==> src/rtl/alu_pkg.sv <==
// Shared limits, types and LFSR helpers for the ALU stimulus path.
// Owned here so every block agrees on WIDTH/SETS bounds.
package alu_pkg;

    localparam int WIDTH_MIN  = 1;
    localparam int WIDTH_MAX  = 1024;
    localparam int WIDTH_WARN = 256;
    localparam int SETS_MIN   = 1;
    localparam int SETS_MAX   = 1000;
    localparam int SETS_WARN  = 500;
    localparam int OPS_MIN    = 1;
    localparam int OPS_MAX    = 16;

    typedef logic [3:0] opcode_t;

    // x^32 + x^22 + x^2 + x + 1 -> feedback from bits 31, 21, 1, 0
    localparam logic [31:0] LFSR_TAPS = 32'h8020_0003;

    typedef enum logic [1:0] {
        ST_IDLE,
        ST_RUN,
        ST_DONE
    } state_e;

    function automatic logic [31:0] lfsr_next(input logic [31:0] s);
        return {s[30:0], ^(s & LFSR_TAPS)};
    endfunction

    // An all-zero state would lock up, so a zero seed becomes 1.
    function automatic logic [31:0] fix_seed(input logic [31:0] s);
        return (s == 32'd0) ? 32'd1 : s;
    endfunction

endpackage

==> src/rtl/lfsr32.sv <==
// 32-bit Fibonacci LFSR with seed load and step enable.
// Load wins over step; reset also returns to the seed.
module lfsr32
    import alu_pkg::*;
#(
    parameter logic [31:0] SEED = 32'h0000_0001
) (
    input  logic        clk,
    input  logic        rst_n,
    input  logic        load_i,
    input  logic        step_i,
    output logic [31:0] state_o
);

    localparam logic [31:0] INIT = fix_seed(SEED);

    logic [31:0] state_q;
    logic [31:0] state_d;

    always_comb begin
        state_d = state_q;
        if (load_i) begin
            state_d = INIT;
        end else if (step_i) begin
            state_d = lfsr_next(state_q);
        end
    end

    always_ff @(posedge clk or negedge rst_n) begin
        if (!rst_n) begin
            state_q <= INIT;
        end else begin
            state_q <= state_d;
        end
    end

    assign state_o = state_q;

endmodule

==> src/rtl/alu_vector_sequencer.sv <==
// Emits SETS operand/opcode vectors over valid/ready after a start pulse.
// Every output comes straight from a flop; the LFSRs hold the current vector.
module alu_vector_sequencer
    import alu_pkg::*;
#(
    parameter int          WIDTH  = 8,
    parameter int          SETS   = 16,
    parameter int          OPS    = 4,
    parameter logic [31:0] SEED_A = 32'h0000_0001,
    parameter logic [31:0] SEED_B = 32'h0000_ACE1,
    localparam int         IDXW   = (SETS > 1) ? $clog2(SETS) : 1
) (
    input  logic             clk,
    input  logic             rst_n,
    input  logic             start,
    input  logic             vec_ready,
    output logic             vec_valid,
    output logic [WIDTH-1:0] op_a,
    output logic [WIDTH-1:0] op_b,
    output logic [3:0]       opcode,
    output logic [IDXW-1:0]  set_idx,
    output logic             busy,
    output logic             done
);

    if (WIDTH < WIDTH_MIN || WIDTH > WIDTH_MAX) begin : g_width_err
        $error("WIDTH=%0d outside %0d..%0d", WIDTH, WIDTH_MIN, WIDTH_MAX);
    end else if (WIDTH > WIDTH_WARN) begin : g_width_warn
        $warning("WIDTH=%0d above %0d", WIDTH, WIDTH_WARN);
    end

    if (SETS < SETS_MIN || SETS > SETS_MAX) begin : g_sets_err
        $error("SETS=%0d outside %0d..%0d", SETS, SETS_MIN, SETS_MAX);
    end else if (SETS > SETS_WARN) begin : g_sets_warn
        $warning("SETS=%0d above %0d", SETS, SETS_WARN);
    end

    if (OPS < OPS_MIN || OPS > OPS_MAX) begin : g_ops_err
        $error("OPS=%0d outside %0d..%0d", OPS, OPS_MIN, OPS_MAX);
    end

    // Bit i of an operand is LFSR bit i mod 32 (truncate or replicate).
    function automatic logic [WIDTH-1:0] rep_op(input logic [31:0] s);
        logic [WIDTH-1:0] r;
        for (int i = 0; i < WIDTH; i++) begin
            r[i] = s[i % 32];
        end
        return r;
    endfunction

    state_e           state_q;
    logic             valid_q;
    logic             busy_q;
    logic             done_q;
    logic [WIDTH-1:0] op_a_q;
    logic [WIDTH-1:0] op_b_q;
    opcode_t          opcode_q;
    logic [IDXW-1:0]  set_idx_q;

    logic [31:0] a_state;
    logic [31:0] b_state;
    logic        load;
    logic        hs;
    logic        last;
    logic        step;

    assign load = (state_q == ST_IDLE) & start;
    assign hs   = valid_q & vec_ready;
    assign last = (set_idx_q == IDXW'(SETS - 1));
    assign step = hs & ~last;

    lfsr32 #(.SEED(SEED_A)) u_lfsr_a (
        .clk    (clk),
        .rst_n  (rst_n),
        .load_i (load),
        .step_i (step),
        .state_o(a_state)
    );

    lfsr32 #(.SEED(SEED_B)) u_lfsr_b (
        .clk    (clk),
        .rst_n  (rst_n),
        .load_i (load),
        .step_i (step),
        .state_o(b_state)
    );

    always_ff @(posedge clk or negedge rst_n) begin
        if (!rst_n) begin
            state_q   <= ST_IDLE;
            valid_q   <= 1'b0;
            busy_q    <= 1'b0;
            done_q    <= 1'b0;
            op_a_q    <= '0;
            op_b_q    <= '0;
            opcode_q  <= '0;
            set_idx_q <= '0;
        end else begin
            unique case (state_q)
                ST_IDLE: begin
                    if (start) begin
                        state_q   <= ST_RUN;
                        valid_q   <= 1'b1;
                        busy_q    <= 1'b1;
                        op_a_q    <= rep_op(fix_seed(SEED_A));
                        op_b_q    <= rep_op(fix_seed(SEED_B));
                        opcode_q  <= '0;
                        set_idx_q <= '0;
                    end
                end
                ST_RUN: begin
                    if (hs && last) begin
                        state_q   <= ST_DONE;
                        valid_q   <= 1'b0;
                        busy_q    <= 1'b0;
                        done_q    <= 1'b1;
                        op_a_q    <= '0;
                        op_b_q    <= '0;
                        opcode_q  <= '0;
                        set_idx_q <= '0;
                    end else if (hs) begin
                        // Preview the LFSR step so the operands stay registered.
                        op_a_q    <= rep_op(lfsr_next(a_state));
                        op_b_q    <= rep_op(lfsr_next(b_state));
                        set_idx_q <= set_idx_q + 1'b1;
                        opcode_q  <= (opcode_q == opcode_t'(OPS - 1))
                                     ? '0 : opcode_q + 4'd1;
                    end
                end
                ST_DONE: begin
                    state_q <= ST_IDLE;
                    done_q  <= 1'b0;
                end
                default: begin
                    state_q <= ST_IDLE;
                end
            endcase
        end
    end

    assign vec_valid = valid_q;
    assign busy      = busy_q;
    assign done      = done_q;
    assign op_a      = op_a_q;
    assign op_b      = op_b_q;
    assign opcode    = opcode_q;
    assign set_idx   = set_idx_q;

endmodule
==> config.mk <==
export PLATFORM = sky130hd
export DESIGN_NAME = alu_vector_sequencer
export DESIGN_NICKNAME = d
export VERILOG_FILES = /design/src/rtl/alu_pkg.sv /design/src/rtl/lfsr32.sv /design/src/rtl/alu_vector_sequencer.sv
export SDC_FILE = /design/constraint.sdc
export NUM_CORES = 1
export LEC_CHECK = 0
export CAP_MARGIN = 0
export CORE_MARGIN = 8
export CORE_UTILIZATION = 25
export CTS_BUF_LIST = sky130_fd_sc_hd__clkbuf_8
export DETAILED_ROUTE_END_ITERATION = 16
export SLEW_MARGIN = 20
export SYNTH_ARGS = -nofsm -noshare
export SYNTH_HDL_FRONTEND = slang
export SYNTH_SLANG_ARGS = --single-unit
==> constraint.sdc <==
create_clock -name clk -period 2.2 [get_ports clk]
set_clock_uncertainty 0.15 [all_clocks]
set_input_delay 0.33 -clock clk [delete_from_list [all_inputs] [get_ports clk]]
set_output_delay 0.33 -clock clk [all_outputs]
set_load 0.1 [all_outputs]
**Yosys cells after proc, flatten, opt, wreduce, memory -nomap -nowiden**

Index checks and enable logic that the tools add are counted.

- Bits of input ports: 4
- Word-level logic and storage cells: 61
- Bits in registers: 92
- Output and inout bits: 27

- Reductions and logical operators: 11
- Multiplexer cells: 28
- Equal/unequal tests: 7
- Bitwise logic cells: 4
- $add $sub $neg: 2

Operators with widths:

| operator | number |
|---|---|
| 32-bit two-way mux | 4 |
| 32-bit parity | 2 |
| 8-bit two-way mux | 6 |
| 8-bit one-hot mux with 2 select lines | 2 |
| 4-bit two-way mux | 6 |
| 4-bit one-hot mux with 2 select lines | 2 |
| 4-bit by 1-bit adder with 4-bit output (second input constant) | 2 |
| 3-bit AND reduction | 2 |
| 2-bit nonzero test | 3 |
| 4-bit by 2-bit == test with 1-bit output (second input constant) | 1 |
| 4-bit == test (second input constant) | 1 |
| 2-bit two-way mux | 2 |
| 2-bit inequality test (second input constant) | 2 |
| 1-bit one-hot mux with 2 select lines | 2 |
| 2-bit one-hot mux with 2 select lines | 1 |
| 2-bit AND reduction | 2 |
| 1-bit bitwise AND | 3 |
| 1-bit two-way mux | 3 |
| 3-bit inequality test (second input constant) | 1 |
| 2-bit by 1-bit == test with 1-bit output (second input constant) | 1 |
| 2-bit == test (second input constant) | 1 |
| 2-bit logical NOT | 1 |
| 1-bit logical AND | 1 |
| 1-bit inverter | 1 |

**Longest topological paths before layout**

Gate-level depths: netlist of run 1.

- Word-level depth: 5
- Gate-level depth with buffers: 6
- Depth with buffers taken out: 4

**By module**

A second synthesis of run 1 with hierarchy kept.

- Cells, all modules: 323
- Area total of the unflattened synthesis: 3,888.7 um^2

Modules (own cells, without submodules):

| module | cells each | instances | sequential area each (um^2) | area an instance (um^2) |
|---|---|---|---|---|
| lfsr32 at u_lfsr_b | 106 | 1 | 810.8 | 1,321.3 |
| lfsr32 at u_lfsr_a | 106 | 1 | 802.0 | 1,303.8 |
| alu_vector_sequencer | 111 | 1 | 700.7 | 1,263.7 |

**Worst setup path after synthesis of run 1**

No wires, ideal clock.

- Path type: reg-to-reg
- Start: register set_idx_q[0] (netlist: set_idx[0])
- End: register op_a_q[1] (netlist: op_a[1])
- Buffers on the path: 2
- Path slack: -0.100 ns
- Arrival: 2.027 ns
- Cell stages (with the launch flop): 7
- Setup time: 0.123 ns
- Clock period less this slack: 2.300 ns
- Data required time: 1.927 ns
- Cell sequence: dfrtp_1 > ha_1 > and3_4 > buf_6 > nor2_4 > buf_4 > a22o_1

- Word-level cells in the longest chain between the ends: 4
- Elaborated cells on any way between the ends: 6
- Classes of those cells: eq/ne: 2; mux: 2; reduce/logical: 2

Ends and longest elaborated chain:

| item | line | text |
|---|---|---|
| start: declaration | alu_vector_sequencer.sv:58 | `logic [IDXW-1:0] set_idx_q;` |
| start signal: assignment | alu_vector_sequencer.sv:125 | `set_idx_q <= set_idx_q + 1'b1;` |
| 4-bit == test * | alu_vector_sequencer.sv:69 | `assign last = (set_idx_q == IDXW'(SETS - 1));` |
| 1-bit logical AND * | alu_vector_sequencer.sv:112 | `if (hs && last) begin` |
| 3-bit inequality test (no source line) or 8-bit two-way mux (tied branches) | -- |  |
| 3-bit AND reduction (no source line) or 8-bit one-hot mux with 2 select lines (tied branches) | -- |  |
| end signal: assignment | alu_vector_sequencer.sv:105 | `op_a_q <= rep_op(fix_seed(SEED_A));` |
| end signal: assignment | alu_vector_sequencer.sv:123 | `op_a_q <= rep_op(lfsr_next(a_state));` |
| end: declaration | alu_vector_sequencer.sv:55 | `logic [WIDTH-1:0] op_a_q;` |

Every way passes the cells marked *; elsewhere a longest branch is shown, timed or not.
A chain may end at the register's enable or synchronous reset.

**Worst setup path after layout of run 1**

- Start: register set_idx_q[0] (netlist: set_idx[0])
- End: register opcode_q[0] (netlist: opcode[0])

- Word-level cells in the longest chain between the ends: 4
- Elaborated cells on any way between the ends: 6
- Classes of those cells: eq/ne: 2; mux: 2; reduce/logical: 2

Ends and longest elaborated chain:

| item | line | text |
|---|---|---|
| 4-bit == test * | alu_vector_sequencer.sv:69 |  |
| 1-bit logical AND * | alu_vector_sequencer.sv:112 |  |
| 3-bit inequality test (no source line) or 4-bit two-way mux (tied branches) | -- |  |
| 3-bit AND reduction (no source line) or 4-bit one-hot mux with 2 select lines (tied branches) | -- |  |
| end signal: assignment | alu_vector_sequencer.sv:126 | `opcode_q <= (opcode_q == opcode_t'(OPS - 1))` |
| end: declaration | alu_vector_sequencer.sv:57 | `opcode_t opcode_q;` |

Marked as above.

==> impl_metrics.csv, run 1 <==
group,metric,value,unit
hold_path,hp-class,"in2async",
detailed_routing,drtIter0Drc,408,
power,power_density,1610,nW/µm²
power,ir_drop,0.00109,V
die,num_io_pins,31,
critical_path,critPathKind,"reg2reg",
global_routing,grt_max_degree,69,
global_routing,grt_pass1_wl,15800,µm
placed_design,dpl_cell_area,4480,µm²
synthesis,synth_fp_nets,402,
synthesis,ys_types,37,
synthesis,synth_seq_cells,92,
global_routing,grt_pass1_vias,3062,
detailed_routing,drc,0,
synthesis,synth_area_leaders,"dfrtp_1 52%, nand3_1 9.4%, o21ai_0 8.2%",
die,die_h,143,µm
synthesis,syn-instance-count,396,
final_layout,final_layout_size_suffix_gt1_frac,0.174,
final_layout,nFillCells,1644,
synthesis,synth_area,4010,µm²
synthesis,synth_edf_count,0,
synthesis,synth_ff_type,"dfrtp_1",
sta,rsz0062_at_grt,"false",
detailed_routing,drt-pass1-iter-count,5,
sta,fmax,566,MHz
status,status,"finished clean",
critical_path,start_kind,"flop",
clock_tree,cts_buffers,9,
synthesis,synth_top_cell_area_share,0.518,
clock_tree,root_buffer,"clkbuf_8",
sta,worst_slew_pin_slew,553,ps
critical_path,crit_fanout,68,
sta,finalSetupViolations,0,
final_layout,n_antenna_cell,0,
sta,max_slew_margin,0.632,
global_routing,grt_usage,0.0953,
critical_path,worst_ep_required_time,2310,ps
critical_path,arrival,1880,ps
detailed_routing,viasPerCell,4.93,
clock_tree,cts_num_sinks,92,
die,placementRows,46,
die,core,15800,µm²
synthesis,synth_area_per_cell,10.1,µm²
placed_design,dpl.hpwl,5500,µm
detailed_routing,wirelength,9230,µm
sta,min_period_over_period,0.804,
synthesis,synth_most_common_cell,"dfrtp_1",
sta,layout_min_cycle_time,1770,ps
global_routing,antenna_found_initial,0,
clock_tree,cts_buffer_depth,2,
clock_tree,clkSlewWorstSetupHoldPaths,90,ps
clock_tree,insertion_delay,350,ps
synthesis,synth_top_cell_by_area,"dfrtp_1",
detailed_routing,vias,3103,
power,p_leak,1.94,nW
die,dieArea,20400,µm²
clock_tree,cts_tree,"yes",
clock_tree,htree_levels,3,
synthesis,ys_warn_count,0,
placed_design,post-place-ws,225,ps
detailed_routing,wl_per_cell,14.7,µm
synthesis,synth_common_cells,"83 x dfrtp_1, 75 x nand3_1, 66 x o21ai_0",
flow_run,cap_violations,0,
synthesis,ys_seq_area_frac,0.577,
global_routing,gr-total-overflow,0,
sta,setup_tns,0,ps
placed_design,gp_congestion,0.772,
placed_design,port_buffers,30,
sta,fin_ws,432,ps
final_layout,syn_to_final_growth,17.2,%
critical_path,end_kind,"flop",
sta,hold_violations,0,
clock_tree,post-cts-setup-buffers,0,
die,start_util,0.254,
detailed_routing,drtAntennaViolNets,0,
synthesis,synthArstFlopShare,1.00,
final_layout,nNetsFinal,415,
final_layout,fin_area,4700,µm²
sta,report.final.slew_viol_count,0,
die,die_w,143,µm
[cell usage in the layout (no fill, tap or decap), types with 2 or more instances in the layout]
cell,Yosys,layout
a22o_1,13,13
nand3_1,75,74
nand2b_1,2,2
a221o_1,3,3
dfrtp_2,0,2
dfstp_2,9,9
inv_1,2,3
buf_12,0,6
and2_1,3,2
o21ai_0,66,66
clkbuf_8,0,12
nor2_4,2,2
a211oi_1,2,2
ha_1,2,2
nor2_1,4,4
a21oi_1,58,58
buf_4,5,33
o2bb2ai_1,3,3
nor3_1,2,2
clkdlybuf4s50_1,0,2
dfrtp_1,83,81
xnor2_1,6,6
nand2_1,3,3
o21ai_1,4,4
[routing by layer]
metal | up-vias | part of all wire | track usage
met5 | - | 0 | 0
met4 | 0 | 0.012 | 0.0313
met3 | 10 | 0.055 | 0.0260
met2 | 80 | 0.46 | 0.144
met1 | 1554 | 0.47 | 0.129
li1 | 1459 | - | -
[area by class of cell]
class                   instances  area, µm²  share of cell area
clock buffers                  12        165              0.0351
clock inverters                 4       47.5              0.0101
multi-input cells             262       1500               0.318
well taps                     216        270              0.0575
flip-flops and latches         92       2320               0.493
repair buffers                 42        398              0.0847
inverters                       2       7.51             0.00160
[power by group]
part	leakage (nW)	internal [mW]	total, mW	switching [mW]
Sequential	1.18	2.30	2.74	0.440
Combinational	0.638	0.956	3.65	2.69
Clock	0.114	0.615	1.18	0.569
[sequential cells by signal, summed over array words and instances (netlist names)]
| signal | count |
|---|---|
| set_idx | 4 |
| op_b | 8 |
| busy | 1 |
| op_a | 8 |
| done | 1 |
| opcode | 4 |
| u_lfsr_b.state_o | 32 |
| state_q | 2 |
| u_lfsr_a.state_o | 32 |
[worst paths after layout]
path                                      start  depth (start not counted)                   end  slack, ps
min in group clk           u_lfsr_b.state_o[10]                          2  u_lfsr_b.state_o[11]        350
hold / removal                            rst_n                          2                  done        260
setup / recovery                     set_idx[0]                          5             opcode[0]        430
setup reg to reg                     set_idx[0]                          5             opcode[0]        430
hold reg to reg            u_lfsr_b.state_o[10]                          2  u_lfsr_b.state_o[11]        350
max in group asynchronous                 rst_n                          3  u_lfsr_b.state_o[15]        940
[worst max-delay path: stages (launching register included)]
cell,delay [ps]
dfrtp_2,440
ha_1,250
nand3_2,120
buf_12,260
nand2_1,160
o31ai_1,270
[stage by stage]
stage / hold slack, ps / total power [mW] / cells / utilization
2_1_floorplan: -116 / 5.54 / 396 / -
3_3_place_gp: 107 / 6.39 / 613 / 0.284
3_5_place_dp: 113 / 6.45 / 613 / 0.284
4_1_cts: 259 / 7.65 / 630 / 0.298
5_1_grt: 282 / 8.01 / 630 / 0.298
6_report: 264 / 7.57 / 630 / 0.298
[kinds of logic after synthesis]
family / share of synthesized area
compound gates: 0.212
xor+xnor: 0.0131
fa+ha+maj: 0.00624
buf+inv: 0.0537
flops: 0.577
simple gates: 0.138
[repair_timing]
action,CTS,global route
gates resized for setup,0,0
hold endpoints to repair,19,0
hold buffers,1,0
(Power assumes the default switching activity.)
==> run 2: changes to the inputs <==
- clock period: 2.2 -> 1.85 ns (I/O delays scaled with it)
==> run 2 against run 1 <==
  * Maximum frequency increased by 2.0%
  * Final area increased by 9.7%
  * Total power grew 31%
  * Final cell count rose by 1.4%
  * Register-to-register slack got worse by 320 ps
  * Wire length increased by 1.3%
  * Critical path type unchanged
  * Critical endpoint is now opcode[2]
  * Largest cell class unchanged
  * Highest routed layer unchanged
==> impl_metrics.csv, run 2 (synthesis results as in run 1) <==
group,metric,value,unit
status,status,"finished clean",
power,p_leak,2.09,nW
placed_design,place_inst,622,
final_layout,syn_to_final_growth,28.6,%
hold_path,hp-class,"in2async",
die,die_w,143,µm
final_layout,fin_cells,639,
sta,report.final.slew_viol_count,0,
clock_tree,cts_num_sinks,92,
critical_path,critPathKind,"reg2reg",
sta,worst_slew_pin_slew,339,ps
final_layout,final_common_cell,"dfrtp_1",
critical_path,crit_family,"compound AO/OA/AOI/OAI gates",
power,power_density,1930,nW/µm²
detailed_routing,dr.max_layer_used,"met4",
detailed_routing,drtIter0Drc,341,
final_layout,n_antenna_cell,0,
detailed_routing,drc,0,
critical_path,end_kind,"flop",
clock_tree,cts_tree,"yes",
clock_tree,cts_buffer_depth,2,
critical_path,crit_fanout,13,
detailed_routing,wl_met2,4310,µm
final_layout,multi_input_area,1510,µm²
detailed_routing,drtAntennaViolNets,0,
die,dieArea,20400,µm²
sta,min_period_over_period,0.937,
clock_tree,root_buffer,"clkbuf_8",
sta,max_slew_margin,0.774,
placed_design,dpl.hpwl,5930,µm
critical_path,worst-path-buf-inv,0,
placed_design,port_buffers,30,
global_routing,antenna_found_initial,0,
detailed_routing,drt-pass1-iter-count,5,
clock_tree,insertion_delay,350,ps
final_layout,nNetsFinal,424,
sta,hold_violations,0,
placed_design,post-place-ws,-54.6,ps
placed_design,gp_congestion,0.829,
die,start_util,0.254,
detailed_routing,wirelength,9350,µm
sta,fmax,577,MHz
sta,fin_hold_ws,165,ps
power,ir_drop,0.000872,V
die,placementRows,46,
final_layout,fin_util,0.327,
sta,rsz0062_at_grt,"false",
critical_path,slowest_delay,530,ps
clock_tree,clkSlewWorstSetupHoldPaths,90,ps
final_layout,final_cell_mix,"75 x dfrtp_1, 74 x nand3_1, 66 x o21ai_0",
global_routing,grt_pass1_wl,16000,µm
die,core,15800,µm²
global_routing,grt_max_degree,64,
global_routing,grt_pass1_vias,3075,
critical_path,arrival,1870,ps
critical_path,start_kind,"flop",
placed_design,dpl_cell_area,4950,µm²
sta,layout_min_cycle_time,1730,ps
final_layout,nFillCells,1621,
global_routing,gr-total-overflow,0,
flow_run,cap_violations,0,
clock_tree,post-cts-setup-buffers,0,
final_layout,area.sequential,2330,µm²
detailed_routing,met3WireLength,494,µm
clock_tree,htree_levels,3,
power,finalPower,9.93,mW
clock_tree,cts_buffers,9,
sta,setup_tns,0,ps
critical_path,path_cells,"ha_4, and3_4, a2111oi_1, a221o_1",
die,num_io_pins,31,
detailed_routing,viasPerCell,4.85,
critical_path,worst_ep_required_time,1990,ps
critical_path,critPathSlowestCell,"dfrtp_4",
global_routing,grt_usage,0.0970,
sta,fin_ws,117,ps
detailed_routing,vias,3099,
die,die_h,143,µm
detailed_routing,wl_met1,4490,µm
detailed_routing,wl_per_cell,14.6,µm
final_layout,fin_area,5160,µm²
final_layout,final_layout_size_suffix_gt1_frac,0.208,
sta,finalSetupViolations,0,
==> run 2: cell count changes in the layout (fill, tap and decap cells not counted), sizes merged <==
| cell | change |
|---|---|
| buf | +9 |
| clkbuf | -2 |
| clkinvlp | +1 |
| inv | +1 |
==> run 2: metal layers <==
metal,track usage,up-vias
met3,0.0327,6
met2,0.143,76
met5,0,-
met4,0.0235,0
met1,0.133,1545
li1,-,1472
==> run 2: cell type report <==
class | instances | share of cell area
multi-input cells | 262 | 0.293
well taps | 216 | 0.0524
inverters | 2 | 0.00146
flip-flops and latches | 92 | 0.451
repair buffers | 51 | 0.163
clock buffers | 10 | 0.0267
clock inverters | 6 | 0.0124
==> run 2: worst register-to-register path: cells and delay by family (launching register included) <==
kind / cells / cell delay (ps)
compound gates: 2 / 560
fa+ha+maj: 1 / 190
simple gates: 1 / 250
flops: 1 / 530
==> run 2: worst paths after layout <==
path | from | end | slack [ps] | depth (start not counted)
max in group asynchronous | rst_n | u_lfsr_a.state_o[0] | 790 | 3
hold / removal | rst_n | set_idx[1] | 170 | 2
setup reg to reg | set_idx[0] | opcode[2] | 120 | 4
setup / recovery | set_idx[0] | opcode[2] | 120 | 4
min in group clk | u_lfsr_b.state_o[10] | u_lfsr_b.state_o[11] | 360 | 2
hold reg to reg | u_lfsr_b.state_o[10] | u_lfsr_b.state_o[11] | 360 | 2
==> run 2: report_power, final <==
part / internal, mW / switching (mW) / total [mW]
logic: 1.91 / 3.24 / 5.16
registers: 2.75 / 0.670 / 3.42
clock network: 0.662 / 0.690 / 1.35
total: 5.33 / 4.60 / 9.93
==> run 2: timing repair <==
action | CTS | global route
gates resized for setup | 0 | 0
hold endpoints to repair | 84 | 0
hold buffers | 1 | 0
